[src/rtl/t9990_cpu_bridge_pkg.sv]
// Shared types and VDP port numbers for the T9990 host CPU bridge.
package t9990_cpu_bridge_pkg;

    typedef enum logic [1:0] {
        IDLE   = 2'd0,
        SETUP  = 2'd1,
        STROBE = 2'd2,
        DONE   = 2'd3
    } bridge_state_e;

    localparam logic [3:0] P0_VRAM   = 4'd0;
    localparam logic [3:0] P1_PAL    = 4'd1;
    localparam logic [3:0] P2_CMD    = 4'd2;
    localparam logic [3:0] P3_REG    = 4'd3;
    localparam logic [3:0] P4_REGSEL = 4'd4;
    localparam logic [3:0] P5_STATUS = 4'd5;

endpackage

[src/rtl/t9990_bridge_sync.sv]
// N-stage synchroniser for active-low host control lines; flops reset to the idle (1) level.
module t9990_bridge_sync #(
    parameter int unsigned STAGES = 2,
    parameter int unsigned WIDTH  = 3
) (
    input  logic             clk_i,
    input  logic             rst_ni,
    input  logic [WIDTH-1:0] d_i,
    output logic [WIDTH-1:0] q_o,
    output logic             valid_o
);

    for (genvar gi = 0; gi < WIDTH; gi++) begin : g_line
        logic [STAGES-1:0] chain_q;

        always_ff @(posedge clk_i or negedge rst_ni) begin
            if (!rst_ni) begin
                chain_q <= '1;
            end else begin
                chain_q <= STAGES'({chain_q, d_i[gi]});
            end
        end

        assign q_o[gi] = chain_q[STAGES-1];
    end

    // valid_o rises once the chains hold real samples rather than reset values.
    logic [STAGES-1:0] fill_q;

    always_ff @(posedge clk_i or negedge rst_ni) begin
        if (!rst_ni) begin
            fill_q <= '0;
        end else begin
            fill_q <= STAGES'({fill_q, 1'b1});
        end
    end

    assign valid_o = fill_q[STAGES-1];

endmodule

[src/rtl/t9990_cpu_bridge.sv]
// Host-side initiator: turns asynchronous MSX I/O cycles into one clean CSR_n/CSW_n strobe
// towards the T9990, holding the host with BUS_WAIT_n until the VDP access completes.
module t9990_cpu_bridge
    import t9990_cpu_bridge_pkg::*;
#(
    parameter logic [7:0]  PORT_BASE    = 8'h60,
    parameter int unsigned STROBE_CLKS  = 4,
    parameter int unsigned SYNC_STAGES  = 2,
    parameter int unsigned WAIT_TIMEOUT = 1023
) (
    input  logic       CLK,
    input  logic       RESET_n,
    input  logic       BUS_IORQ_n,
    input  logic       BUS_RD_n,
    input  logic       BUS_WR_n,
    input  logic [7:0] BUS_A,
    input  logic [7:0] BUS_DIN,
    output logic [7:0] BUS_DOUT,
    output logic       BUS_DOUT_EN,
    output logic       BUS_WAIT_n,
    output logic       CSR_n,
    output logic       CSW_n,
    output logic [3:0] MODE,
    output logic [7:0] CD_IN,
    input  logic [7:0] CD_OUT,
    input  logic       WAIT_n,
    output logic       TIMEOUT
);

    localparam logic [3:0] STROBE_LAST = 4'(STROBE_CLKS - 1);
    localparam logic [9:0] WAIT_LIMIT  = 10'(WAIT_TIMEOUT);
    localparam bit         TIMEOUT_EN  = (WAIT_TIMEOUT != 0);

    logic [2:0] ctl_s;
    logic       iorq_s, rd_s, wr_s, sync_valid;

    t9990_bridge_sync #(
        .STAGES (SYNC_STAGES),
        .WIDTH  (3)
    ) u_sync (
        .clk_i   (CLK),
        .rst_ni  (RESET_n),
        .d_i     ({BUS_IORQ_n, BUS_RD_n, BUS_WR_n}),
        .q_o     (ctl_s),
        .valid_o (sync_valid)
    );

    assign iorq_s = ctl_s[2];
    assign rd_s   = ctl_s[1];
    assign wr_s   = ctl_s[0];

    bridge_state_e state_q, state_d;
    logic          dir_rd_q, dir_rd_d;
    logic [3:0]    mode_q, mode_d;
    logic [7:0]    cd_in_q, cd_in_d;
    logic [7:0]    dout_q, dout_d;
    logic [3:0]    cnt_q, cnt_d;
    logic [9:0]    wcnt_q, wcnt_d;
    logic          csr_n_q, csr_n_d;
    logic          csw_n_q, csw_n_d;
    logic          timeout_q, timeout_d;
    logic          armed_q, armed_d;

    logic       sel, accept_rd, accept_wr, cnt_done, timeout_hit;
    logic [9:0] wait_inc;

    // armed_q blocks a host cycle that was already in progress across reset.
    assign sel       = !iorq_s && (BUS_A[7:4] == PORT_BASE[7:4]);
    assign accept_rd = (state_q == IDLE) && armed_q && sel && !rd_s && wr_s;
    assign accept_wr = (state_q == IDLE) && armed_q && sel && !wr_s && rd_s;
    assign cnt_done  = (cnt_q >= STROBE_LAST);
    assign wait_inc  = (wcnt_q == 10'h3FF) ? wcnt_q : wcnt_q + 10'd1;
    assign timeout_hit = TIMEOUT_EN && (wait_inc >= WAIT_LIMIT);

    always_comb begin
        state_d   = state_q;
        dir_rd_d  = dir_rd_q;
        mode_d    = mode_q;
        cd_in_d   = cd_in_q;
        dout_d    = dout_q;
        cnt_d     = cnt_q;
        wcnt_d    = wcnt_q;
        timeout_d = 1'b0;
        armed_d   = armed_q | (iorq_s & sync_valid);

        unique case (state_q)
            IDLE: begin
                if (accept_rd) begin
                    mode_d   = BUS_A[3:0];
                    dir_rd_d = 1'b1;
                    state_d  = SETUP;
                end else if (accept_wr) begin
                    mode_d   = BUS_A[3:0];
                    cd_in_d  = BUS_DIN;
                    dir_rd_d = 1'b0;
                    state_d  = SETUP;
                end
            end
            SETUP: begin
                cnt_d   = 4'd0;
                wcnt_d  = 10'd0;
                state_d = STROBE;
            end
            STROBE: begin
                if (!cnt_done) begin
                    cnt_d = cnt_q + 4'd1;
                end
                if (!WAIT_n) begin
                    wcnt_d = wait_inc;
                end
                // The minimum width is always honoured, even when the host has gone away.
                if (cnt_done && (WAIT_n || timeout_hit)) begin
                    state_d   = DONE;
                    timeout_d = !WAIT_n;
                    if (dir_rd_q) begin
                        dout_d = CD_OUT;
                    end
                end
            end
            DONE: begin
                if (iorq_s) begin
                    state_d = IDLE;
                end
            end
            default: state_d = IDLE;
        endcase

        csr_n_d = !((state_d == STROBE) &&  dir_rd_d);
        csw_n_d = !((state_d == STROBE) && !dir_rd_d);
    end

    always_ff @(posedge CLK or negedge RESET_n) begin
        if (!RESET_n) begin
            state_q   <= IDLE;
            dir_rd_q  <= 1'b0;
            mode_q    <= 4'd0;
            cd_in_q   <= 8'd0;
            dout_q    <= 8'd0;
            cnt_q     <= 4'd0;
            wcnt_q    <= 10'd0;
            csr_n_q   <= 1'b1;
            csw_n_q   <= 1'b1;
            timeout_q <= 1'b0;
            armed_q   <= 1'b0;
        end else begin
            state_q   <= state_d;
            dir_rd_q  <= dir_rd_d;
            mode_q    <= mode_d;
            cd_in_q   <= cd_in_d;
            dout_q    <= dout_d;
            cnt_q     <= cnt_d;
            wcnt_q    <= wcnt_d;
            csr_n_q   <= csr_n_d;
            csw_n_q   <= csw_n_d;
            timeout_q <= timeout_d;
            armed_q   <= armed_d;
        end
    end

    assign CSR_n       = csr_n_q;
    assign CSW_n       = csw_n_q;
    assign MODE        = mode_q;
    assign CD_IN       = cd_in_q;
    assign BUS_DOUT    = dout_q;
    assign TIMEOUT     = timeout_q;
    assign BUS_WAIT_n  = !(accept_rd || accept_wr || (state_q == SETUP) || (state_q == STROBE));
    assign BUS_DOUT_EN = (state_q == DONE) && dir_rd_q && !rd_s && !iorq_s;

endmodule

[config.mk]
export PLATFORM = sky130hd
export DESIGN_NAME = t9990_cpu_bridge
export DESIGN_NICKNAME = d
export VERILOG_FILES = /design/src/rtl/t9990_cpu_bridge_pkg.sv /design/src/rtl/t9990_bridge_sync.sv /design/src/rtl/t9990_cpu_bridge.sv
export SDC_FILE = /design/constraint.sdc
export NUM_CORES = 1
export LEC_CHECK = 0
export ABC_AREA = 0
export CAP_MARGIN = 20
export CORE_MARGIN = 2
export CORE_UTILIZATION = 45
export DETAILED_ROUTE_END_ITERATION = 10
export HOLD_SLACK_MARGIN = 0.12
export PLACE_DENSITY = 0.76
export SYNTH_ARGS = -nofsm -noshare
export SYNTH_HDL_FRONTEND = slang
export SYNTH_SLANG_ARGS = --single-unit
[constraint.sdc]
create_clock -name CLK -period 2.2 [get_ports CLK]
set_clock_uncertainty 0.05 [all_clocks]
set_input_delay 0.44 -clock CLK [delete_from_list [all_inputs] [get_ports CLK]]
set_output_delay 0.44 -clock CLK [all_outputs]
set_load 0.05 [all_outputs]
# Word level (Yosys, flattened, before mapping)
# Cells that the tools add are included.
# classes
add_sub_neg,2
n_lt_le_gt_ge,2
eq_ne,8
mux,17
bitwise_logic,3
n_reduce_logical,33
# ops
cell,count
2-to-1 mux 10 bit,2
one-hot mux 10 bit (2 select lines),1
logical AND 1 bit,13
2-to-1 mux 4 bit,3
adder 10 x 1 -> 10 bit (second input constant),1
== test 10 bit (second input constant),1
greater-or-equal comparator 10 bit (second input constant),1
zero test 1 bit,8
2-to-1 mux 2 bit,4
one-hot mux 2 bit (4 select lines),1
one-hot mux 4 bit (2 select lines),1
== test 2 bit (second input constant),3
AND reduction 2 bit,3
AND reduction 3 bit,2
2-to-1 mux 1 bit,5
adder 4 x 1 -> 4 bit (second input constant),1
== test 4 x 3 -> 1 bit (second input constant),1
greater-or-equal comparator 4 x 2 -> 1 bit (second input constant),1
logical OR 1 bit,4
inequality test 2 bit (second input constant),2
nonzero test 2 bit,2
== test 2 x 1 -> 1 bit (second input constant),1
zero test 2 bit,1
bitwise AND 1 bit,1
2 further kinds,2
# word_totals
register_bits,49
inputBits,30
output_inout_bits,25
word_cells,80

# Longest topological paths before layout
# depth
ltp_word,11
ltp_mapped,8
ltp_nobuf,7

# Modules after synthesis
# A second synthesis with hierarchy kept.
# hier_totals
hier_cells,229
area_unflattened_um2,2518.7
# by_module_without_submodules
module,n_inst,cells_per_inst,area_per_inst_um2,seq_area_each_um2
t9990_cpu_bridge,1,217,2284.7,1028.5
t9990_bridge_sync,1,12,234.0,207.7

# Worst setup path after synthesis
# Ideal clock, no wire load.
# synth_timing
path_kind,reg-to-output
start,reg state_q[1]
end,out BUS_DOUT_EN
arrival_ns,2.450
required_ns,1.710
path_slack_ns,-0.740
stages_incl_launch_ff,4
path_cell_list,dfrtp_1 > clkbuf_1 > nand2_1 > nor4b_1
# synth_via
elab_chain_len,4
# synth_lines
element,line_no,source
from (decl),t9990_cpu_bridge.sv:52,"bridge_state_e state_q, state_d;"
from (signal assigned),t9990_cpu_bridge.sv:146,state_q <= state_d;
== test 2 bit,t9990_cpu_bridge.sv:167,assign BUS_DOUT_EN = (state_q == DONE) && dir_rd_q && !rd_s && !iorq_s;
logical AND 1 bit (3 in a row),t9990_cpu_bridge.sv:167,
to (decl),t9990_cpu_bridge.sv:19,"output logic BUS_DOUT_EN,"
# Every way passes these cells.

# Worst setup path after layout
# layout_timing
start,reg wcnt_q[0]
end,reg dout_q[7] (netlist: BUS_DOUT[7])
# layout_via
elab_chain_len,6
word_cells_on_any_way,7
cone_classes,1 x add/sub; 1 x order compare; 1 x eq/ne; 1 x mux; 3 x reduce/logical
# layout_lines
element,line_no,source
from (decl),t9990_cpu_bridge.sv:58,"logic [9:0] wcnt_q, wcnt_d;"
from (signal assigned),t9990_cpu_bridge.sv:152,wcnt_q <= wcnt_d;
adder 10 x 1 -> 10 bit / == test 10 bit (equally long branches),t9990_cpu_bridge.sv:72,assign wait_inc = (wcnt_q == 10'h3FF) ? wcnt_q : wcnt_q + 10'd1;
2-to-1 mux 10 bit (*),t9990_cpu_bridge.sv:72,
greater-or-equal comparator 10 bit (*),t9990_cpu_bridge.sv:73,assign timeout_hit = TIMEOUT_EN && (wait_inc >= WAIT_LIMIT);
logical OR 1 bit (*),t9990_cpu_bridge.sv:112,if (cnt_done && (WAIT_n || timeout_hit)) begin
logical AND 1 bit (*),t9990_cpu_bridge.sv:112,
AND reduction 3 bit (no line) (*),-,
to (signal assigned),t9990_cpu_bridge.sv:150,dout_q <= dout_d;
to (decl),t9990_cpu_bridge.sv:56,"logic [7:0] dout_q, dout_d;"
# Every way passes the cells marked *; elsewhere a longest branch is shown, timed or not.
# A chain may end at the register's enable or synchronous reset.

==> impl_metrics.toml <==
[run_status]
status = "complete, but fails checks"
violations = "setup timing"

[global_routing]
grt_max_degree = 28
overflow = 0
grt_pass1_vias = 2111
grt_util_all_layers_pct = 21.1
antenna_found_initial = 0
grt_pass1_wl_um = 10100

[run]
maxCapViolCount = 0

[sta]
worst_slew_pin_slew_ps = 572
period_minus_slack_ps = 2210
fin_tns_setup_ps = -27.5
rsz0062_at_grt = "yes"
finalSetupViolations = 3
finalCritPeriodShare_pct = 101
fin_ws_ps = -14.4
final_hold_viol_count = 0
clock.fmax_mhz = 452
slew_viol_final = 0
slew_headroom_pct = 61.9

[floorplanning]
start_util_pct = 47.1
rows = 26
die_h_um = 77.6
die_width_um = 77.6
dieArea_um2 = 6020
ios = 55
core_area_um2 = 5170

[drt]
routed_via_density = 5.46
drc_errors = 0
ant_nets = 0
dr.pass1.iters = 4
wire_per_inst_um = 16.2
drtIter0Drc = 152
vias = 2069
drt_wl_total_um = 6140

[synthesis]
synthCells = 229
synth_top_family_by_area = "simple AND/OR/NAND/NOR gates"
synth_warnings = 0
yosys.area_share.simple_pct = 21.1
yosysTopAreaCell = "dfrtp_1"
ys_seq_elements = 49
syn-num-nets = 261
synth_compound_area_share_pct = 11.4
yosys.area_share.xor_xnor_pct = 0.359
synthAdderAreaFrac_pct = 1.03
yosysSeqAreaShare_pct = 50.7
yosysTopAreaCellShare_pct = 42.1
syn-mean-instance-area_um2 = 10.6
synth_area_leaders = "dfrtp_1, mux2_2, dfstp_2"
synthMuxAreaShare_pct = 12.1
synth.cell_area_um2 = 2440
synthArstFlopShare_pct = 100
synth_edf_count = 0
ys.flop_type = "dfrtp_1"
synthDistinctLibCells = 49

[worst_hold_path]
hold_path_class = "reg -> reg"
hold_depth = 0
holdCritStartpoint = "u_sync.fill_q[0]"

[placement]
dp_slack_ps = -174
gp_congestion = 0.950
dp.final_hpwl_um = 4220
port_buffers = 54
placedCellCount = 367

[clocking]
cts_tree = "yes"
htree_num_levels = 2
path_clk_slew_ps = 90
clock_path_buffers = 2
clockRootBuffer = "clkbuf_8"
clk-insertion-delay-late_ps = 310
cts_buffers = 5
clock-sinks = 49

[final_layout]
final-instance-count-excl-fill = 379
area_growth_pct = 43.1
n_antenna_cell = 0
drive_gt1_share_pct = 32.0
finalNetCount = 340

[power]
vdd_drop_max_uv = 500
finalPower_mw = 2.92
powerDensity_nw_per_um2 = 837
leakagePower_nw = 1.56

[critical_path]
r2r_cells = 7
startpoint_type = "flop"
endpoint_kind = "flop"
cp_data_required_time_ps = 2350
crit_arrival_ps = 2360
cp_max_fo = 8
criticalPathCategory = "reg -> reg"
critPathLaunch = "wcnt_q[0]"
timing.rr.start = "wcnt_q[0]"
cell usage after synthesis (2+ instances only):
library cell,n
a2111oi_0,2
a211oi_1,4
a21o_1,2
a21oi_1,9
a31oi_1,3
and2_1,5
and3_1,4
buf_2,6
clkbuf_1,7
dfrtp_1,41
dfstp_2,8
ha_1,2
inv_1,3
mux2_2,20
mux2_4,2
mux2i_1,4
nand2_1,24
nand2b_1,2
nand3_1,4
nand3_2,2
nand4_1,3
nor2_1,17
nor2b_1,6
nor3_1,9
nor4b_1,2
o211ai_1,3
o21ai_0,9
o22ai_1,3
or3_1,3
worst max-delay path, stage by stage (launching register included):
cell and delay [ps]:
dfrtp_1 430, ha_4 210, nand4bb_1 220, o211ai_1 150, a32oi_2 200, o31ai_4 260, nand4_4 230, mux2_4 350
cell type report:
class	count	area, um^2
Fill cell	388	1680
Clock buffer	7	96.3
Sequential cell	49	1240
Tap cell	70	87.6
Timing Repair Buffer	86	808
Multi-Input combinational cell	162	1230
Clock inverter	1	8.76
Inverter	4	15.0
flip-flops by register name, summed over array words and instances (netlist names):
name / count
u_sync.g_line.chain_q: 6
u_sync.fill_q: 2
TIMEOUT: 1
wcnt_q: 10
CD_IN: 8
armed_q: 1
dir_rd_q: 1
cnt_q: 4
MODE: 4
CSW_n: 1
CSR_n: 1
state_q: 2
BUS_DOUT: 8
placed cells by master (no fill, tap or decap), types with 2 or more instances in the layout:
master           netlist  routed
and2_1                 5       4
dfstp_2                8       8
a211oi_1               4       2
nand3_1                4       4
clkbuf_8               0       7
mux2_4                 2       2
nand3_2                2       2
nor3_2                 1       2
a2111oi_1              0       2
or3_1                  3       2
inv_1                  3       3
buf_4                  0      31
o22ai_1                3       3
a21oi_1                9       8
a21o_1                 2       2
a211oi_2               0       2
and3_1                 4       4
dfrtp_2                0       2
nor2_1                17      17
buf_12                 0       2
dfrtp_1               41      39
nor3_1                 9       8
mux2_2                20      20
nor2b_1                6       6
o211ai_1               3       3
dlymetal6s2s_1         0       3
nand4_1                3       3
nand2_1               24      24
a31oi_1                3       3
clkdlybuf4s50_1        0      46
mux2i_1                4       3
buf_6                  0       2
o21ai_0                9       7
metal layers:
metal	vias to the layer above	GRT usage (%)	routed length, um
li1	979	-	-
met1	1018	27.6	2460
met2	62	33.9	3250
met3	10	4.77	323
met4	0	8.39	107
met5	-	0	0
path summary, 6_finish.rpt:
| kind | to | slack (ps) |
|---|---|---|
| min in group asynchronous | wcnt_q[5] | 600 |
| setup / recovery | BUS_DOUT[7] | -10 |
| max in group asynchronous | u_sync.g_line[0].chain_q[0] | 890 |
| setup reg to reg | BUS_DOUT[7] | -10 |
| hold / removal | u_sync.fill_q[1] | 300 |
| hold reg to reg | u_sync.fill_q[1] | 300 |
power by group:
| group | switching, mW | leakage, nW | internal, mW |
|---|---|---|---|
| sequential | 0.130 | 0.628 | 1.03 |
| combinational | 0.640 | 0.877 | 0.516 |
| clock | 0.314 | 0.0549 | 0.291 |
per-stage QoR:
stage          utilization (%)  hold WS [ps]  cell area [um^2]
6_report                  67.5           304              3490
2_1_floorplan                -          94.4              2450
3_3_place_gp              62.6           286              3240
3_5_place_dp              62.6           287              3240
5_1_grt                   67.5           313              3490
4_1_cts                   65.7           308              3400
kinds of logic after synthesis:
family | Yosys count
and+or+nand+nor | 92
DFF | 49
AOI/OAI and AO/OA | 40
muxes | 26
buffers and inverters | 18
adders and majority gates | 2
other | 1
xor gates and xnor gates | 1
timing repair:
| action | in CTS | in global routing |
|---|---|---|
| hold endpoints to repair | 18 | 0 |
| resized for setup | 9 | 19 |
| setup buffers | 1 | 3 |
| setup endpoints to repair | 12 | 20 |
| hold buffers | 1 | 0 |
| pin swaps | 9 | 10 |
Note: power is estimated with default switching activity, not from simulation.
